===== src/rtl/rtc_apb_pkg.sv =====
// Shared types for the RTC APB requester: FSM state encoding and the
// registered response bundle returned to the host.
package rtc_apb_pkg;

    typedef enum logic [1:0] {
        IDLE,
        SETUP,
        ACCESS,
        RESP
    } state_t;

    // Widest data bus the response bundle can carry; narrower buses zero-extend.
    localparam int RSP_DATA_MAX = 64;

    typedef struct packed {
        logic [RSP_DATA_MAX-1:0] rdata;
        logic                    err;
        logic                    timeout;
    } rsp_t;

endpackage


===== src/rtl/rtc_apb_master.sv =====
// APB requester: one single read/write transfer per valid/ready command,
// with a bounded PREADY wait so a dead slave cannot hang the host.
module rtc_apb_master
    import rtc_apb_pkg::*;
#(
    parameter int ADDR_W  = 32,
    parameter int DATA_W  = 32,
    parameter int TIMEOUT = 16
) (
    input  logic              clk_i,
    input  logic              rst_i,

    input  logic              req_valid_i,
    output logic              req_ready_o,
    input  logic              req_write_i,
    input  logic [ADDR_W-1:0] req_addr_i,
    input  logic [DATA_W-1:0] req_wdata_i,

    output logic              rsp_valid_o,
    input  logic              rsp_ready_i,
    output logic [DATA_W-1:0] rsp_rdata_o,
    output logic              rsp_err_o,
    output logic              rsp_timeout_o,

    output logic              PSEL,
    output logic              PENABLE,
    output logic              PWRITE,
    output logic [ADDR_W-1:0] PADDR,
    output logic [DATA_W-1:0] PWDATA,
    input  logic              PREADY,
    input  logic              PSLVERR,
    input  logic [DATA_W-1:0] PRDATA
);

    localparam int CNT_W = (TIMEOUT > 0) ? $clog2(TIMEOUT + 1) : 1;
    localparam logic [CNT_W-1:0] CNT_MAX = '1;

    state_t           state;
    logic [CNT_W-1:0] wait_cnt;
    rsp_t             rsp_q;
    logic             timeout_hit;

    // The abort fires in the ACCESS cycle after the counter has reached TIMEOUT,
    // so a stuck slave sees TIMEOUT+1 ACCESS cycles before PSEL drops.
    assign timeout_hit = (TIMEOUT != 0) && (wait_cnt == CNT_W'(TIMEOUT));

    assign req_ready_o   = (state == IDLE) && !rst_i;
    assign rsp_rdata_o   = rsp_q.rdata[DATA_W-1:0];
    assign rsp_err_o     = rsp_q.err;
    assign rsp_timeout_o = rsp_q.timeout;

    always_ff @(posedge clk_i or posedge rst_i) begin
        if (rst_i) begin
            state       <= IDLE;
            wait_cnt    <= '0;
            rsp_q       <= '0;
            rsp_valid_o <= 1'b0;
            PSEL        <= 1'b0;
            PENABLE     <= 1'b0;
            PWRITE      <= 1'b0;
            PADDR       <= '0;
            PWDATA      <= '0;
        end else begin
            case (state)
                IDLE: begin
                    if (req_valid_i) begin
                        PWRITE   <= req_write_i;
                        PADDR    <= req_addr_i;
                        PWDATA   <= req_wdata_i;
                        wait_cnt <= '0;
                        PSEL     <= 1'b1;
                        state    <= SETUP;
                    end
                end
                SETUP: begin
                    PENABLE <= 1'b1;
                    state   <= ACCESS;
                end
                ACCESS: begin
                    if (PREADY) begin
                        rsp_q.rdata   <= PWRITE ? '0 : RSP_DATA_MAX'(PRDATA);
                        rsp_q.err     <= PSLVERR;
                        rsp_q.timeout <= 1'b0;
                        PSEL          <= 1'b0;
                        PENABLE       <= 1'b0;
                        rsp_valid_o   <= 1'b1;
                        state         <= RESP;
                    end else if (timeout_hit) begin
                        rsp_q.rdata   <= '0;
                        rsp_q.err     <= 1'b1;
                        rsp_q.timeout <= 1'b1;
                        PSEL          <= 1'b0;
                        PENABLE       <= 1'b0;
                        rsp_valid_o   <= 1'b1;
                        state         <= RESP;
                    end else if (wait_cnt != CNT_MAX) begin
                        wait_cnt <= wait_cnt + 1'b1;
                    end
                end
                RESP: begin
                    if (rsp_ready_i) begin
                        rsp_valid_o <= 1'b0;
                        state       <= IDLE;
                    end
                end
                default: state <= IDLE;
            endcase
        end
    end

endmodule


===== config.mk =====
export PLATFORM = sky130hd
export DESIGN_NAME = rtc_apb_master
export DESIGN_NICKNAME = d
export VERILOG_FILES = /design/src/rtl/rtc_apb_pkg.sv /design/src/rtl/rtc_apb_master.sv
export SDC_FILE = /design/constraint.sdc
export NUM_CORES = 1
export LEC_CHECK = 0
export BUFFER_PORTS_ARGS = -buffer_cell sky130_fd_sc_hd__buf_2
export CAP_MARGIN = 20
export CORE_MARGIN = 8
export CORE_UTILIZATION = 51
export CTS_BUF_LIST = sky130_fd_sc_hd__clkbuf_4
export DETAILED_ROUTE_END_ITERATION = 16
export GPL_TIMING_DRIVEN = 0
export PLACE_DENSITY = 0.87
export SLEW_MARGIN = 0
export SYNTH_ARGS = -nofsm -noshare
export SYNTH_HDL_FRONTEND = slang
export SYNTH_SLANG_ARGS = --single-unit

===== constraint.sdc =====
create_clock -name clk_i -period 11.5 [get_ports clk_i]
set_clock_uncertainty 0.05 [all_clocks]
set_input_delay 2.3 -clock clk_i [delete_from_list [all_inputs] [get_ports clk_i]]
set_output_delay 2.3 -clock clk_i [all_outputs]
set_load 0.02 [all_outputs]

==> results.toml <==
[route]
vias_per_cell = 5.158
drt_iter0_drc = 114
ant_nets = 0
drc = 0
dr_total_vias = 3162
wirelength_um = 11040
first_pass_iters = 5
wire_per_inst_um = 18.02

[setup_path]
r2r_start = "state[0]"
crit_path_max_fanout = 2
cp.arrival_ns = 2.68
ff2ff_path_depth = 6
worstPathRequired_ns = 9.15
critPathCaptureType = "primary output"
startpoint_type = "input pin"
reg2reg_to = "PWDATA[14]"
crit_type = "in -> out"
rrSetupSlack_ns = 9.48

[global_route]
grt_pass1_vias = 3399
grt_pass1_wl_um = 16910
antenna_found_initial = 0
grt_max_degree = 65
grt.total_usage_pct = 18.61
overflow = 0

[pwr]
p_clk_share_pct = 10.4
seq_power_share_pct = 40.5
swShare_pct = 41.64
power.density_nw_per_um2 = 287.6
pwr-share-comb_pct = 49.1
p_leak_nw = 2.900
p_sw_mw = 0.6673
ir_worst_vdd_mv = 0.1568
p_int_mw = 0.9350

[clock_network]
cts.sinks = 109
clkTransAtPathRegs_ns = 0.16
cts_hold_buffers = 0
cts_setup_buffers = 0
cts_resized = 0
clock_latency_ns = 0.45
cts.htree.levels = 3
cts_tree = "done"
cts_buffer_depth = 2
cts_root_buffer = "clkbuf_4"
numCtsBuffers = 9

[yosys]
ys_warn_count = 0
seq_area_frac_synth_pct = 63.82
synth.area.top_cells = "dfrtp_1 (64%), mux2_2 (17%), a22o_1 (7.0%)"
synth.distinct_cells = 31
synth_area_leader_cell = "dfrtp_1"
yosysTopAreaCellShare_pct = 63.82
synth_area_um2 = 4274
ys_seq_elements = 109
syn_inst = 288
synth_area_per_cell_um2 = 14.84
synth_fp_nets = 398

[layout]
layout_commonest_cell = "buf_2"
area_delta_synth_final_pct = 30.36
final_util_pct = 68.15
nets = 614
fillerInstances = 605
drive_gt1_share_pct = 60.24
instances_no_fill = 613
layout_common_cells = "buf_2 (216), dfrtp_1 (109), mux2_2 (65)"
n_antenna_cell = 0

[run]
drv_cap = 0

[timing]
finalSetupViolations = 0
relSlewSlack_pct = 61.17
timing_hold_violations_final = 0
clock.fmax_ghz = 0.1987
rsz0062_at_grt = "false"
fin_crit_sh_pct = 43.77
worst_pin_slew_ns = 0.5825
fin_setup_tns_ns = 0
final.setup.worst_slack_ns = 6.466
min_period_ns = 5.034
slew_violations = 0

[floorplan]
io_pins = 206
core_area_um2 = 8175
dieWidth_um = 107.5
rows = 33
fp.dieH_um = 107.5
start_util_pct = 52.28
die_area_um2 = 11570

[place]
io_buffers = 204
placed_cells = 598
hpwl_um = 8890
place_ws_ns = 6.457
gp_congestion = 0.7942

[run_status]
status = "finished, final reports clean"

[hold_path]
hold_start = "rsp_err_o"
holdPathEnd = "rsp_err_o"
whs_path_depth = 2
hp-class = "reg -> reg"
-- power by group through the flow --
stage          clock (mW)  sequential (mW)  combinational [mW]
6_report            0.167            0.649               0.786
5_1_grt             0.188            0.670               0.841
3_3_place_gp            0            0.644               0.772
4_1_cts             0.172            0.649               0.800
2_1_floorplan           0            0.869               0.297
3_5_place_dp            0            0.658               0.797
-- metal layers --
metal | share of wire [%] | track usage (%)
met2 | 52 | 33.20
met4 | 1.7 | 5.748
met3 | 9.6 | 7.365
met5 | 0 | 0
met1 | 36 | 19.60
-- cell usage after synthesis, drive strengths merged --
| cell | n |
|---|---|
| nand2 | 11 |
| nand2b | 1 |
| nor3 | 1 |
| dfrtp | 109 |
| ha | 7 |
| buf | 17 |
| a21o | 1 |
| a21oi | 4 |
| inv | 8 |
| o21a | 1 |
| nor3b | 1 |
| a211o | 1 |
| o32a | 1 |
| o311ai | 1 |
| mux2i | 2 |
| nand3 | 1 |
| nor4bb | 1 |
| and3 | 1 |
| mux2 | 65 |
| nor2 | 4 |
| o21ai | 11 |
| nor2b | 3 |
| nor4b | 1 |
| or2 | 1 |
| a22o | 34 |
-- final cells by class --
type	count	area [um^2]	share of cell area, %
Sequential cell	109	2728	48.96
Multi-Input combinational cell	154	1411	25.33
Timing Repair Buffer	205	1049	18.82
Tap cell	105	131.4	2.358
Buffer	17	105.1	1.886
Clock buffer	9	67.56	1.213
Clock inverter	6	47.55	0.8534
Inverter	8	32.53	0.5839
-- state kept, by name (all words and copies together) (netlist names) --
signal,flops
state,2
rsp_rdata_o,32
PENABLE,1
PWDATA,32
rsp_timeout_o,1
PSEL,1
rsp_valid_o,1
wait_cnt,5
PADDR,32
rsp_err_o,1
PWRITE,1
-- logic make-up (layout without fill, tap and decap cells) --
| kind of cell | count (synthesis) | in the layout | synth area share [%] |
|---|---|---|---|
| flip-flops | 109 | 109 | 63.82 |
| AND/OR/NAND/NOR | 26 | 26 | 3.308 |
| buffers and inverters | 25 | 245 | 3.162 |
| multiplexers | 67 | 67 | 17.59 |
| adder cells (fa/ha/maj) | 7 | 7 | 2.049 |
| AO/OA/AOI/OAI | 54 | 54 | 10.07 |
-- worst max-delay path: stages --
cell and delay (ns):
buf_2 0.12, nor2b_1 0.09, buf_2 0.17
-- worst max-delay path by stage --
stage / startpoint / end / slack (ns) / cells past startpoint
after floorplan: rst_i / PADDR[0] / 6.28 / 1
after global placement: rst_i / PADDR[5] / 5.24 / 2
after detailed placement: rst_i / req_ready_o / 6.46 / 3
after CTS: rst_i / req_ready_o / 6.46 / 3
after global routing: rst_i / req_ready_o / 6.41 / 3
final: rst_i / req_ready_o / 6.47 / 3
-- through the flow --
step                power, mW  cell area, um^2  hold slack [ns]
detailed placement      1.455             5456           0.4314
finish                  1.602             5572           0.4600
floorplan               1.166             4274           0.4224
global route            1.699             5572           0.4813
CTS                     1.621             5572           0.4662
global placement        1.416             5426           0.4157
No activity file was read; power rests on OpenSTA's default activity.
